**config.mk**
```make
export PLATFORM = sky130hd
export DESIGN_NAME = erasable_ram_ctrl
export DESIGN_NICKNAME = d
export VERILOG_FILES = /design/src/rtl/erasable_ram_pkg.sv /design/src/rtl/erasable_ram_arb.sv /design/src/rtl/erasable_ram_ctrl.sv
export SDC_FILE = /design/constraint.sdc
export NUM_CORES = 1
export LEC_CHECK = 0
export CORE_MARGIN = 2
export CORE_UTILIZATION = 43
export DETAILED_ROUTE_END_ITERATION = 7
export PLACE_DENSITY = 0.86
export SKIP_CTS_REPAIR_TIMING = 1
export SYNTH_ARGS = -nofsm -noshare
export SYNTH_HDL_FRONTEND = slang
export SYNTH_SLANG_ARGS = --single-unit
export TNS_END_PERCENT = 5
```
**constraint.sdc**
```tcl
create_clock -name clk -period 2.3 [get_ports clk]
set_input_delay 0.23 -clock clk [delete_from_list [all_inputs] [get_ports clk]]
set_output_delay 0.23 -clock clk [all_outputs]
set_load 0.01 [all_outputs]
```
**src/rtl/erasable_ram_pkg.sv**
```systemverilog
// Shared definitions for the erasable RAM sequencer/arbiter slice.
// State codes are plain localparam constants so that older tools and netlist
// dumps keep reading the state register as a simple 3-bit value.
// Optional build macro used by this slice: ERASABLE_RAM_PARITY_EN.
package erasable_ram_pkg;

  localparam int RD_WAIT_DEF = 2;
  localparam int WR_WAIT_DEF = 2;
  localparam int ADDR_W_DEF  = 11;
  localparam int DATA_W      = 16;

  typedef logic [2:0] state_t;

  localparam state_t ST_IDLE  = 3'd0;
  localparam state_t ST_SETUP = 3'd1;
  localparam state_t ST_RD    = 3'd2;
  localparam state_t ST_WR    = 3'd3;
  localparam state_t ST_WHOLD = 3'd4;
  localparam state_t ST_DONE  = 3'd5;

  // XOR reduction: 1 when the word holds an odd number of ones.
  // A stored word carries bit 0 chosen so the full 16-bit word reduces to 0.
  function automatic logic odd_parity(input logic [DATA_W-1:0] d);
    return ^d;
  endfunction

endpackage

```
**src/rtl/erasable_ram_arb.sv**
```systemverilog
// Two-port round-robin arbiter for the erasable RAM.
// When both ports request together, the port that was not served last wins.
// last_grant resets to 1 so port 0 wins the first tie after reset.
module erasable_ram_arb
  import erasable_ram_pkg::*;
(
  input  logic clk,
  input  logic rst,
  input  logic req0,
  input  logic req1,
  input  logic arb_en,
  input  logic update,
  input  logic upd_port,
  output logic grant_idx,
  output logic grant_valid
);

  logic last_grant;

  // Pick a winner among the pending ports; only meaningful while arb_en is high.
  always_comb begin
    grant_valid = arb_en & (req0 | req1);
    grant_idx   = 1'b0;
    if (req0 && req1) begin
      grant_idx = ~last_grant;
    end else if (req1) begin
      grant_idx = 1'b1;
    end
  end

  // Remember which port finished last so the next tie goes to the other one.
  always_ff @(posedge clk or posedge rst) begin
    if (rst) begin
      last_grant <= 1'b1;
    end else if (update) begin
      last_grant <= upd_port;
    end
  end

endmodule

```
**src/rtl/erasable_ram_ctrl.sv**
```systemverilog
// Sequencer and arbiter in front of the 2K x 16 asynchronous erasable RAM.
// Port 0 is the core erasable path, port 1 the monitor/debug port.
// Every output is a register; strobe values are computed from the state being
// entered so they line up with the state register. G_ and W_ are only ever
// pulled low in separate states, so they can never be low together.
// Optional build macro: ERASABLE_RAM_PARITY_EN (write-side parity insertion
// into bit 0 and read-side parity checking reported on parity_err).
module erasable_ram_ctrl
  import erasable_ram_pkg::*;
#(
  parameter int RD_WAIT = RD_WAIT_DEF,
  parameter int WR_WAIT = WR_WAIT_DEF,
  parameter int ADDR_W  = ADDR_W_DEF
) (
  input  logic              clk,
  input  logic              rst,
  input  logic              req0,
  input  logic              we0,
  input  logic [ADDR_W-1:0] addr0,
  input  logic [15:0]       wdata0,
  output logic              ack0,
  input  logic              req1,
  input  logic              we1,
  input  logic [ADDR_W-1:0] addr1,
  input  logic [15:0]       wdata1,
  output logic              ack1,
  output logic [15:0]       rdata,
  output logic              ram_e_n,
  output logic              ram_g_n,
  output logic              ram_w_n,
  output logic              ram_ub_n,
  output logic              ram_lb_n,
  output logic [ADDR_W-1:0] ram_addr,
  output logic [15:0]       ram_dq_out,
  output logic              ram_dq_oe,
  input  logic [15:0]       ram_dq_in,
  output logic              busy,
  output logic              parity_err
);

  localparam int MAX_WAIT = (RD_WAIT > WR_WAIT) ? RD_WAIT : WR_WAIT;
  localparam int CNT_W    = (MAX_WAIT > 1) ? $clog2(MAX_WAIT) : 1;

  state_t            state;
  logic [CNT_W-1:0]  cnt;
  logic              port_q;
  logic              we_q;

  logic              grant_idx;
  logic              grant_valid;
  logic              we_sel;
  logic [ADDR_W-1:0] addr_sel;
  logic [15:0]       wdata_sel;
  logic [15:0]       wr_word;
  logic              rd_last;

  erasable_ram_arb u_arb (
    .clk         (clk),
    .rst         (rst),
    .req0        (req0),
    .req1        (req1),
    .arb_en      (state == ST_IDLE),
    .update      (state == ST_DONE),
    .upd_port    (port_q),
    .grant_idx   (grant_idx),
    .grant_valid (grant_valid)
  );

  // Route the winning port's command fields toward the latch point.
  always_comb begin
    we_sel    = grant_idx ? we1    : we0;
    addr_sel  = grant_idx ? addr1  : addr0;
    wdata_sel = grant_idx ? wdata1 : wdata0;
  end

  assign rd_last = (state == ST_RD) && (cnt == '0);

`ifdef ERASABLE_RAM_PARITY_EN
  // Replace bit 0 of the outgoing word with the parity of bits 15..1.
  always_comb begin
    wr_word = {wdata_sel[15:1], odd_parity({1'b0, wdata_sel[15:1]})};
  end

  // Flag a bad word in the same cycle the read ack goes out.
  always_ff @(posedge clk or posedge rst) begin
    if (rst) begin
      parity_err <= 1'b0;
    end else begin
      parity_err <= rd_last ? odd_parity(ram_dq_in) : 1'b0;
    end
  end
`else
  // Data passes straight through and no parity is ever reported.
  always_comb begin
    wr_word = wdata_sel;
  end

  assign parity_err = 1'b0;
`endif

  // Main access sequencer: IDLE -> SETUP -> RD/WR(+WHOLD) -> DONE -> IDLE.
  always_ff @(posedge clk or posedge rst) begin
    if (rst) begin
      state      <= ST_IDLE;
      cnt        <= '0;
      port_q     <= 1'b0;
      we_q       <= 1'b0;
      ram_e_n    <= 1'b1;
      ram_g_n    <= 1'b1;
      ram_w_n    <= 1'b1;
      ram_ub_n   <= 1'b1;
      ram_lb_n   <= 1'b1;
      ram_dq_oe  <= 1'b0;
      ram_addr   <= '0;
      ram_dq_out <= '0;
      rdata      <= '0;
      ack0       <= 1'b0;
      ack1       <= 1'b0;
      busy       <= 1'b0;
    end else begin
      ack0 <= 1'b0;
      ack1 <= 1'b0;
      case (state)
        ST_IDLE: begin
          if (grant_valid) begin
            port_q   <= grant_idx;
            we_q     <= we_sel;
            ram_addr <= addr_sel;
            ram_e_n  <= 1'b0;
            ram_ub_n <= 1'b0;
            ram_lb_n <= 1'b0;
            busy     <= 1'b1;
            state    <= ST_SETUP;
            if (we_sel) begin
              ram_dq_oe  <= 1'b1;
              ram_dq_out <= wr_word;
            end
          end
        end
        ST_SETUP: begin
          if (we_q) begin
            ram_w_n <= 1'b0;
            cnt     <= CNT_W'(WR_WAIT - 1);
            state   <= ST_WR;
          end else begin
            ram_g_n <= 1'b0;
            cnt     <= CNT_W'(RD_WAIT - 1);
            state   <= ST_RD;
          end
        end
        ST_RD: begin
          if (cnt == '0) begin
            rdata    <= ram_dq_in;
            ram_g_n  <= 1'b1;
            ram_e_n  <= 1'b1;
            ram_ub_n <= 1'b1;
            ram_lb_n <= 1'b1;
            ack0     <= ~port_q;
            ack1     <= port_q;
            state    <= ST_DONE;
          end else begin
            cnt <= cnt - 1'b1;
          end
        end
        ST_WR: begin
          if (cnt == '0) begin
            ram_w_n <= 1'b1;
            state   <= ST_WHOLD;
          end else begin
            cnt <= cnt - 1'b1;
          end
        end
        ST_WHOLD: begin
          ram_e_n   <= 1'b1;
          ram_ub_n  <= 1'b1;
          ram_lb_n  <= 1'b1;
          ram_dq_oe <= 1'b0;
          ack0      <= ~port_q;
          ack1      <= port_q;
          state     <= ST_DONE;
        end
        ST_DONE: begin
          busy  <= 1'b0;
          state <= ST_IDLE;
        end
        default: begin
          ram_e_n   <= 1'b1;
          ram_g_n   <= 1'b1;
          ram_w_n   <= 1'b1;
          ram_ub_n  <= 1'b1;
          ram_lb_n  <= 1'b1;
          ram_dq_oe <= 1'b0;
          busy      <= 1'b0;
          state     <= ST_IDLE;
        end
      endcase
    end
  end

endmodule

```
* Word level (Yosys, flattened, before mapping)
Index checks and enable logic that the tools add are counted.
** Word-level totals
- Register bits after elaboration :: 57
** Operators by class
- Add/sub/neg operators :: 1
- Equal/unequal tests :: 11
- Multiplexer cells :: 28
- Bitwise operators :: 10
- Reduce and logical (&&, ||, !) cells :: 18
** Operators with widths (number)
- $reduce_and 3->1 :: 6
- $mux 16 :: 1
- $reduce_or 4->1 :: 4
- $pmux 3 s5 :: 1
- $mux 1 :: 14
- $ne 2x2->1 const B :: 6
- $mux 11 :: 1
- $pmux 1 s2 :: 5
- $mux 3 :: 3
- $pmux 1 s3 :: 3
- $not 1->1 :: 8
- $eq 3x2->1 const B :: 2
- $eq 3x3->1 const B :: 2
- $reduce_and 2->1 :: 3
- $eq 3x1->1 const B :: 1
- $logic_not 3->1 :: 1
- $reduce_or 3->1 :: 1
- $reduce_bool 2->1 :: 1
- $reduce_or 2->1 :: 1
- $and 1x1->1 :: 1
- $logic_and 1x1->1 :: 1
- $or 1x1->1 :: 1
- $sub 1x1->1 const B :: 1

* Depth between registers and ports, before layout
Gate-level depths: netlist (run 1).
- Depth after elaboration :: 6
- Gate-level depth with buffers :: 6
- Gate-level depth less buffers :: 4

* Cells and area by module
A second synthesis (run 1) with hierarchy kept.
** Unflattened totals
- Cells, all modules :: 204
- Area total of the unflattened synthesis :: 2596.2 um^2
** Modules (own cells, without submodules)
- erasable_ram_ctrl :: times used 1, cells each 199, area each 2536.2 um^2
- erasable_ram_arb :: times used 1, cells each 5, area each 60.1 um^2

* Worst setup path before layout (run 1)
No wires, ideal clock.
- Path kind :: reg-to-reg
- From :: register cnt
- To :: register rdata[0]
- Setup time :: 0.125 ns
- Arrival :: 1.389 ns
- Setup slack :: 0.786 ns
- Cell stages (with the launch flop) :: 5
- Path buffers :: 1
- Period minus slack after synthesis :: 1.514 ns
- Cells stage by stage :: dfrtp_1 > nand2b_1 > nor3_4 > buf_4 > mux2_2
** On the way
- Word-level cells in the longest chain between the ends :: 2
** RTL lines
- start: declaration :: RTL line erasable_ram_ctrl.sv:45 : logic [CNT_W-1:0] cnt;
- start signal: assignment :: RTL line erasable_ram_ctrl.sv:143 : cnt <= CNT_W'(WR_WAIT - 1);
- start signal: assignment :: RTL line erasable_ram_ctrl.sv:147 : cnt <= CNT_W'(RD_WAIT - 1);
- start signal: assignment :: RTL line erasable_ram_ctrl.sv:162 : cnt <= cnt - 1'b1;
- $not 1->1 (no source line)
- $reduce_and 2->1 (no source line)
- end signal: assignment :: RTL line erasable_ram_ctrl.sv:153 : rdata <= ram_dq_in;
- end: declaration :: RTL line erasable_ram_ctrl.sv:27 : output logic [15:0] rdata,
Every way passes these cells.
A chain may end at the register's enable or synchronous reset.

* Worst setup path in the final report (run 1)
- From :: register state[2]
- To :: register ram_dq_out[9]
** On the way
- Word-level cells in the longest chain between the ends :: 3
** RTL lines
- start: declaration :: RTL line erasable_ram_ctrl.sv:44 : state_t state;
- start signal: assignment :: RTL line erasable_ram_ctrl.sv:104 : state <= ST_IDLE;
- start signal: assignment :: RTL line erasable_ram_ctrl.sv:133 : state <= ST_SETUP;
- start signal: assignment :: RTL line erasable_ram_ctrl.sv:144 : state <= ST_WR;
- $logic_not 3->1 * :: RTL line erasable_ram_ctrl.sv:62, erasable_ram_ctrl.sv:123
- $and 1x1->1 :: RTL line erasable_ram_arb.sv:22 : grant_valid = arb_en & (req0 | req1);
- $reduce_and 3->1 (no source line) *
- end signal: assignment :: RTL line erasable_ram_ctrl.sv:136 : ram_dq_out <= wr_word;
- end: declaration :: RTL line erasable_ram_ctrl.sv:34 : output logic [15:0] ram_dq_out,
Mark *: on every way between the ends. The rest lies on a longest branch, timed or not.

==> flow_summary.ini, run 1 <==
[synthesis]
synth-compound-area-share_pct = 19.6
synth.net_count = 285
synth_top_area_cell = dfrtp_1
syn_area_sq_um = 2570
yosysTopAreaCellShare_pct = 51.7
synth-edff-count = 0
synthXorXnorAreaFrac_pct = 0
yosysWarnings = 0
synth.area.top_cells = dfrtp_1 52%, mux2_2 7.5%, a2bb2oi_2 4.7%, mux2i_1 4.3%, dfstp_2 4.1%
avgSynthCellArea_sq_um = 12.3
syn_inst = 209
synth_top_family_by_area = compound AO/OA/AOI/OAI gates
synth_ff_type = dfrtp_1
synthMuxAreaShare_pct = 11.7
synthSimpleGateAreaFrac_pct = 7.94
synth-seq-area-share_pct = 55.8
synth_seq_cells = 57
synthDistinctLibCells = 37
yosys.area_share.adder_pct = 0
async_flop_share_pct = 100

[timing]
tightest_slew_ns = 0.559
setup_violations = 0
max_freq_ghz = 0.593
period_minus_slack_ns = 1.69
period_share_pct = 73.3
finalClockSkew_ns = 0.0114
maxSlewViolCount = 0
rsz0062_at_grt = false
fin_setup_tns_ns = 0
finalHoldViolCount = 0
fin_ws_ns = 0.613
max_slew_margin_pct = 62.8

[worst_setup_path]
cp.arrival_ns = 1.92
required_ns = 2.54
cp-end-kind = register
worst-r2r-setup-slack_ns = 0.61
reg2reg_from = state[2]
critPathKind = register to register
r2r_end = ram_dq_out[9]
cp-start-kind = register
slowest_stage = dfrtp_1
critPathMaxStageDelay_ns = 0.58
cp_max_fo = 18
worstPathCellList = inv_1 > o211ai_2 > a21oi_4 > buf_4 > a2bb2oi_1
worst-r2r-cell-count = 5

[power]
pwr-share-clk_pct = 17.0
leakagePower_nw = 1.70
total_power_mw = 5.18
ir_drop_mv = 0.733
power.density_nw_per_um2 = 1270
p_int_mw = 3.49
seq_power_share_pct = 36.3
power.net_switching_mw = 1.70
comb_power_share_pct = 46.7
power.share.switching_pct = 32.8

[placed_design]
hpwlAfterDp_mm = 4.41
port_buffers = 127
placed_cells = 402
dp_slack_ns = 0.358
place_congestion = 0.749

[job]
max_cap_violations = 0

[hold_path]
holdCritPathClass = primary input to async pin

[layout]
area_growth_pct = 59.2
layout.nets = 414
post-route-util_pct = 69.8
multi_input_comb_area_sq_um = 1010
layout_commonest_cell = clkdlybuf4s50_1
seqCellArea_sq_um = 1430
most-common-layout-cells = 127 x clkdlybuf4s50_1, 53 x dfrtp_1, 20 x nand2_1
fin_cells = 418
drive_gt1_share_pct = 17.5
antenna_cells = 0
fill_cells = 437

[global_routing]
grt_pass1_wl_mm = 9.31
grt_usage_pct = 19.0
grt_max_degree = 58
antenna_found_initial = 0
grt_pass1_vias = 1961
overflow = 0

[clock_tree]
path_clk_slew_ns = 0.06
cts_max_level = 3
cts_sinks = 57
cts_root_buf = clkbuf_8
cts_tree = done
numCtsBuffers = 9
clk_latency_ns = 0.33
ctsLongestPathBuffers = 2

[drt]
dr.first_iter.drc_count = 96
wl_mm = 6.05
ant_nets = 0
wl_per_cell_microns = 14.5
viasPerCell = 5.03
drc = 0
dr.pass1.iters = 4
num_vias = 2104

[status]
status = finished clean

[die]
rows = 28
die_h_microns = 81.3
die_w_microns = 81.3
dieArea_sq_um = 6600
ios = 129
core_area_sq_um = 5850
initial_core_util_pct = 43.9
## Yosys cell counts, drive strengths merged (2+ instances only)
master,instances
o22ai,16
dfrtp,53
clkbuf,4
dfstp,4
a21o,3
inv,5
a2bb2oi,16
o21ai,15
buf,12
nor3,2
a21oi,7
nand2b,2
mux2i,11
nor2,9
nand2,21
mux2,17
## flip-flops by register name, summed over array words and instances, names as in the netlist, 3 cells and up
| register | flops |
|---|---|
| rdata | 16 |
| ram_addr | 11 |
| ram_dq_out | 16 |
| state | 3 |
## worst max-delay path by stage
stage / from / to / slack, ns
global route: state[2] / ram_dq_out[9] / 0.48
floorplan: rst / ack0 / 0.68
detailed placement: req1 / ram_dq_out[9] / 0.36
global placement: req1 / we_q / 0.44
finish: state[2] / ram_dq_out[9] / 0.61
CTS: state[2] / ram_dq_out[9] / 0.60
## power groups by stage
stage                     sequential [mW]  clock [mW]  combinational [mW]
after floorplan                      2.02           0                1.10
after global placement               1.89           0                2.39
after detailed placement             1.90           0                2.45
after CTS                            1.89       0.904                2.45
after global routing                 1.96       0.952                2.62
final                                1.88       0.882                2.42
## worst max-delay path, delay by kind of cell, from the launching register on
family	cells	cell delay (ns)
compound gates	3	0.48
buf+inv	2	0.53
flops	1	0.58
## layer usage
| layer | global-route usage [%] | wire (microns) | vias up |
|---|---|---|---|
| met5 | 0 | 0 | - |
| met4 | 9.66 | 138 | 0 |
| met3 | 6.78 | 528 | 13 |
| met2 | 31.8 | 2950 | 88 |
| met1 | 21.2 | 2430 | 990 |
| li1 | - | - | 1013 |
## logic make-up (layout without fill, tap and decap cells)
group                  count (synthesis)  after routing
flip-flops                            57             57
other                                  1              1
AO/OA/AOI/OAI                         64             64
buffers and inverters                 21            155
multiplexers                          28             28
AND/OR/NAND/NOR                       38             38
## layout make-up
class / count / share of cell area, %
Multi-Input combinational cell: 131 / 24.8
Clock buffer: 14 / 4.47
Inverter: 5 / 0.459
Sequential cell: 57 / 35.0
Tap cell: 75 / 2.30
Timing Repair Buffer: 134 / 32.7
Clock inverter: 2 / 0.245
## metrics by stage
stage,hold WS [ns],area (sq um)
floorplan,0.360,2570
global placement,0.462,3890
detailed placement,0.470,3890
CTS,0.280,4090
global route,0.308,4090
finish,0.279,4090
Note: power is estimated with default switching activity, not from simulation.
==> run 2: changes to the inputs <==
--- a/config.mk
+++ b/config.mk
@@ -6,9 +6,9 @@
 export NUM_CORES = 1
 export LEC_CHECK = 0
 export CORE_MARGIN = 2
-export CORE_UTILIZATION = 43
+export CORE_UTILIZATION = 36
 export DETAILED_ROUTE_END_ITERATION = 7
-export PLACE_DENSITY = 0.86
+export PLACE_DENSITY = 0.77
 export SKIP_CTS_REPAIR_TIMING = 1
 export SYNTH_ARGS = -nofsm -noshare
 export SYNTH_HDL_FRONTEND = slang
==> constraint.sdc (replaced) <==
create_clock -name clk -period 1.4 [get_ports clk]
set_input_delay 0.14 -clock clk [delete_from_list [all_inputs] [get_ports clk]]
set_output_delay 0.14 -clock clk [all_outputs]
set_load 0.01 [all_outputs]
==> run 2 against run 1 <==
  * Clock power rose by 76%
  * Count of clock-buffer cells in the layout rose by 1
  * Global-route usage fell by 1.9 points
  * Sequential share of layout area fell by 3.0 points
  * Clock skew fell by 0.0039 ns
  * Flip-flop and latch count did not move
  * Core utilization fell by 4.3 points
  * Critical path depth did not move
  * Critical path type unchanged
  * Largest cell class is now non-clock buffers
  * Largest power group unchanged
==> flow_summary.ini, run 2 (synthesized netlist as in run 1, its figures left out) <==
[clock_tree]
cts_tree = done
clk_latency_ns = 0.33
cts_sinks = 57
cts_max_level = 3
numCtsBuffers = 9
cts_root_buf = clkbuf_8
path_clk_slew_ns = 0.07
ctsLongestPathBuffers = 2

[job]
max_cap_violations = 0

[power]
seq_power_share_pct = 34.1
p_int_mw = 6.02
power.density_nw_per_um2 = 1990
ir_drop_mv = 0.839
power.share.switching_pct = 32.5
leakagePower_nw = 2.14
pwr-share-clk_pct = 17.4
comb_power_share_pct = 48.5
power.net_switching_mw = 2.89
total_power_mw = 8.91

[worst_setup_path]
critPathMaxStageDelay_ns = 0.56
cp-start-kind = register
required_ns = 1.65
cp_max_fo = 4
critPathKind = register to register
r2r_end = ram_dq_out[9]
worst-r2r-cell-count = 5
slowest_stage = dfstp_2
critPathLaunch = u_arb.last_grant
cp-end-kind = register
worstPathCellList = a21boi_4 > nand2b_4 > a21oi_4 > buf_4 > a2bb2oi_1
reg2reg_from = u_arb.last_grant
worst-r2r-setup-slack_ns = 0.03
cp.arrival_ns = 1.62

[layout]
drive_gt1_share_pct = 24.5
post-route-util_pct = 65.5
reg_top3 = ram_dq_out x16, rdata x16, ram_addr x11
layout_commonest_cell = clkdlybuf4s50_1
stdcell_area_sq_um = 4480
fin_cells = 460
layout.nets = 435
antenna_cells = 0
area_growth_pct = 74.4
most-common-layout-cells = 95 x clkdlybuf4s50_1, 51 x dfrtp_1, 32 x dlymetal6s2s_1

[global_routing]
grt_pass1_vias = 2278
grt_pass1_wl_mm = 10.2
grt_usage_pct = 17.1
overflow = 0
antenna_found_initial = 0
grt_max_degree = 20

[timing]
max_freq_ghz = 0.730
finalClockSkew_ns = 0.00747
finalHoldViolCount = 0
period_share_pct = 97.9
maxSlewViolCount = 0
fin_ws_ns = 0.0299
fin_hold_ws_ns = 0.155
fin_setup_tns_ns = 0
period_minus_slack_ns = 1.37
setup_violations = 0
rsz0062_at_grt = true

[drt]
dr.first_iter.drc_count = 57
dr.pass1.iters = 4
ant_nets = 0
wl_per_cell_microns = 14.2
num_vias = 2193
drc = 0
viasPerCell = 4.77
wl_mm = 6.55

[die]
rows = 30
dieArea_sq_um = 7820
core_area_sq_um = 6830
initial_core_util_pct = 37.6
die_h_microns = 88.5
die_w_microns = 88.5
ios = 129

[placed_design]
place_congestion = 0.720
port_buffers = 127
dpl_cell_area_sq_um = 4140
hpwlAfterDp_mm = 5.10
dp_slack_ns = -0.205
placed_cells = 444

[hold_path]
holdCritPathClass = primary input to async pin

[status]
status = finished clean
run 2: cell count changes in the layout (fill, tap and decap cells not counted), moves of 2 or more:
cell / delta
dfrtp_2: +2
dlymetal6s2s_1: +32
clkbuf_8: +2
o22ai_2: +4
o22ai_1: -4
buf_6: +2
dfrtp_1: -2
clkdlybuf4s50_1: -32
buf_4: +14
buf_12: +5
run 2: power by group through the flow:
stage,registers (mW),logic [mW],clock network [mW]
after floorplan,3.31,1.81,0
after global placement,3.02,4.34,0
after detailed placement,3.05,4.47,0
after CTS,3.04,4.47,1.60
after global routing,3.14,4.67,1.67
final,3.04,4.33,1.55
run 2: how the worst max path moves through the flow:
stage / to / slack (ns) / cells after the start
floorplan: rdata[0] / -0.11 / 4
global placement: we_q / -0.18 / 6
detailed placement: ram_dq_oe / -0.21 / 6
CTS: ram_g_n / -0.20 / 1
global route: ram_dq_out[9] / -0.03 / 5
finish: ram_dq_out[9] / 0.03 / 5
run 2: worst max-delay path: cells and delay by family (launching register included):
family	cells	cell delay (ns)
compound gates	3	0.40
buf+inv	1	0.16
flops	1	0.56
simple gates	1	0.17
run 2: final cells by class:
cell class | instances | area, sq um
inverters | 5 | 22.5
fillers | 565 | 2350
clock buffers | 15 | 206
repair buffers | 155 | 1640
well taps | 96 | 120
multi-input cells | 131 | 1050
flip-flops and latches | 57 | 1430
clock inverters | 1 | 5.00
run 2: routing by layer:
| layer | share of wire, % | GRT usage, % | vias to the layer above |
|---|---|---|---|
| li1 | - | - | 1053 |
| met1 | 40 | 19.4 | 1037 |
| met2 | 51 | 29.8 | 93 |
| met3 | 7.4 | 5.04 | 10 |
| met4 | 1.4 | 7.44 | 0 |
| met5 | 0 | 0 | - |
==> run 3: changes to the inputs <==
--- a/config.mk
+++ b/config.mk
@@ -6,9 +6,9 @@
 export NUM_CORES = 1
 export LEC_CHECK = 0
 export CORE_MARGIN = 2
-export CORE_UTILIZATION = 36
+export CORE_UTILIZATION = 40
 export DETAILED_ROUTE_END_ITERATION = 7
-export PLACE_DENSITY = 0.77
+export PLACE_DENSITY = 0.81
 export SKIP_CTS_REPAIR_TIMING = 1
 export SYNTH_ARGS = -nofsm -noshare
 export SYNTH_HDL_FRONTEND = slang
==> constraint.sdc (replaced) <==
create_clock -name clk -period 1.5 [get_ports clk]
set_input_delay 0.15 -clock clk [delete_from_list [all_inputs] [get_ports clk]]
set_output_delay 0.15 -clock clk [all_outputs]
set_load 0.01 [all_outputs]
==> run 3 against run 2 <==
  * Critical path depth did not move
  * Combinational power fell by 8.3%
  * Count of clock-buffer cells in the layout fell by 1
  * Die area fell by 9.6%
  * Largest power group unchanged
  * Highest routed layer unchanged
==> flow_summary.ini, run 3 (synthesized netlist as in run 1, its figures left out) <==
[clock_tree]
path_clk_slew_ns = 0.07
cts_tree = done
numCtsBuffers = 9
clk_latency_ns = 0.32
ctsLongestPathBuffers = 2
cts_sinks = 57
cts_root_buf = clkbuf_8
cts_max_level = 3

[timing]
finalClockSkew_ns = 0.00864
period_share_pct = 95.5
maxSlewViolCount = 0
rsz0062_at_grt = false
period_minus_slack_ns = 1.43
setup_violations = 0
fin_hold_ws_ns = 0.172
max_freq_ghz = 0.698
finalHoldViolCount = 0

[die]
die_w_microns = 84.1
ios = 129
die_h_microns = 84.1
rows = 29
core_area_sq_um = 6280
dieArea_sq_um = 7080
initial_core_util_pct = 40.9

[global_routing]
grt_pass1_vias = 2289
grt_max_degree = 22
overflow = 0
grt_usage_pct = 18.5
grt_pass1_wl_mm = 10.5
antenna_found_initial = 0

[layout]
layout_commonest_cell = clkdlybuf4s50_1
layout.nets = 429
drive_gt1_share_pct = 21.5
most-common-layout-cells = 122 x clkdlybuf4s50_1, 51 x dfrtp_1, 20 x nand2_1
area_growth_pct = 66.5
post-route-util_pct = 68.1
reg_top3 = ram_dq_out x16, rdata x16, ram_addr x11
antenna_cells = 0

[drt]
dr.first_iter.drc_count = 71
viasPerCell = 4.98
ant_nets = 0
num_vias = 2168
wl_mm = 6.24
drc = 0
wl_per_cell_microns = 14.3
dr.pass1.iters = 4

[power]
power.share.switching_pct = 32.7
leakagePower_nw = 1.85
comb_power_share_pct = 48.6
total_power_mw = 8.18
p_int_mw = 5.50
pwr-share-clk_pct = 16.4
power.net_switching_mw = 2.67
power.density_nw_per_um2 = 1910
ir_drop_mv = 0.981
seq_power_share_pct = 35.0

[status]
status = finished clean

[worst_setup_path]
critPathKind = register to register
required_ns = 1.73
cp-start-kind = register
worst-r2r-setup-slack_ns = 0.07
cp_max_fo = 6
worst-r2r-cell-count = 5
cp.arrival_ns = 1.66
cp-end-kind = register
r2r_end = ram_dq_out[11]
reg2reg_from = state[0]

[placed_design]
port_buffers = 127
place_congestion = 0.793
hpwlAfterDp_mm = 4.91

[hold_path]
holdCritPathClass = primary input to async pin

[job]
max_cap_violations = 0
## run 3: changes by cell type in the layout (fill, tap and decap cells not counted), sizes merged
cell / delta
clkdlybuf4s50: +27
dlymetal6s2s: -27
buf: -6
clkbuf: -1
clkinv: +1
## run 3: worst max path at each step
stage / from / end / slack (ns)
after CTS: ram_lb_n / ram_lb_n / -0.09
after floorplan: cnt / rdata[0] / -0.01
final: state[0] / ram_dq_out[11] / 0.07
after detailed placement: req1 / ram_dq_out[11] / -0.14
after global routing: state[0] / ram_dq_out[11] / 0.008
after global placement: req1 / we_q / -0.08
## run 3: stage by stage
step	worst slack, ns	instances	instance area [sq um]	TNS (ns)
finish	0.0675	435	4280	0
global route	0.00839	435	4280	0
CTS	-0.0907	435	4260	-0.484
detailed placement	-0.139	419	4060	-2.22
global placement	-0.0753	419	4060	-1.24
floorplan	-0.0142	209	2570	-0.142
## run 3: power by group through the flow
stage                     registers [mW]  logic [mW]  clock network, mW
final                               2.87        3.97               1.34
after global routing                2.97        4.30               1.44
after CTS                           2.86        4.04               1.38
after detailed placement            2.87        4.03                  0
after global placement              2.83        3.93                  0
after floorplan                     3.09        1.69                  0
## run 3: worst max-delay path, stage by stage (launching register included)
cell,delay (ns)
dfrtp_2,0.46
nor2_4,0.18
o211ai_2,0.16
a21oi_4,0.18
buf_4,0.17
a2bb2oi_1,0.19
## run 3: final cells by class
type | count | area [sq um]
timing repair buffer | 149 | 1510
sequential | 57 | 1430
clock buffer | 14 | 183
clock inverter | 2 | 10.0
multi-input combinational | 131 | 1020
inverter | 5 | 22.5
tap | 77 | 96.3
fill | 470 | 2000
## run 3: routing by layer
layer  GRT usage [%]  share of wire (%)  wire length [microns]
met5               0                  0                      0
met4            5.72               0.90                     56
met3            5.74                7.2                    449
met2            31.9                 52                   3230
met1            22.1                 40                   2500
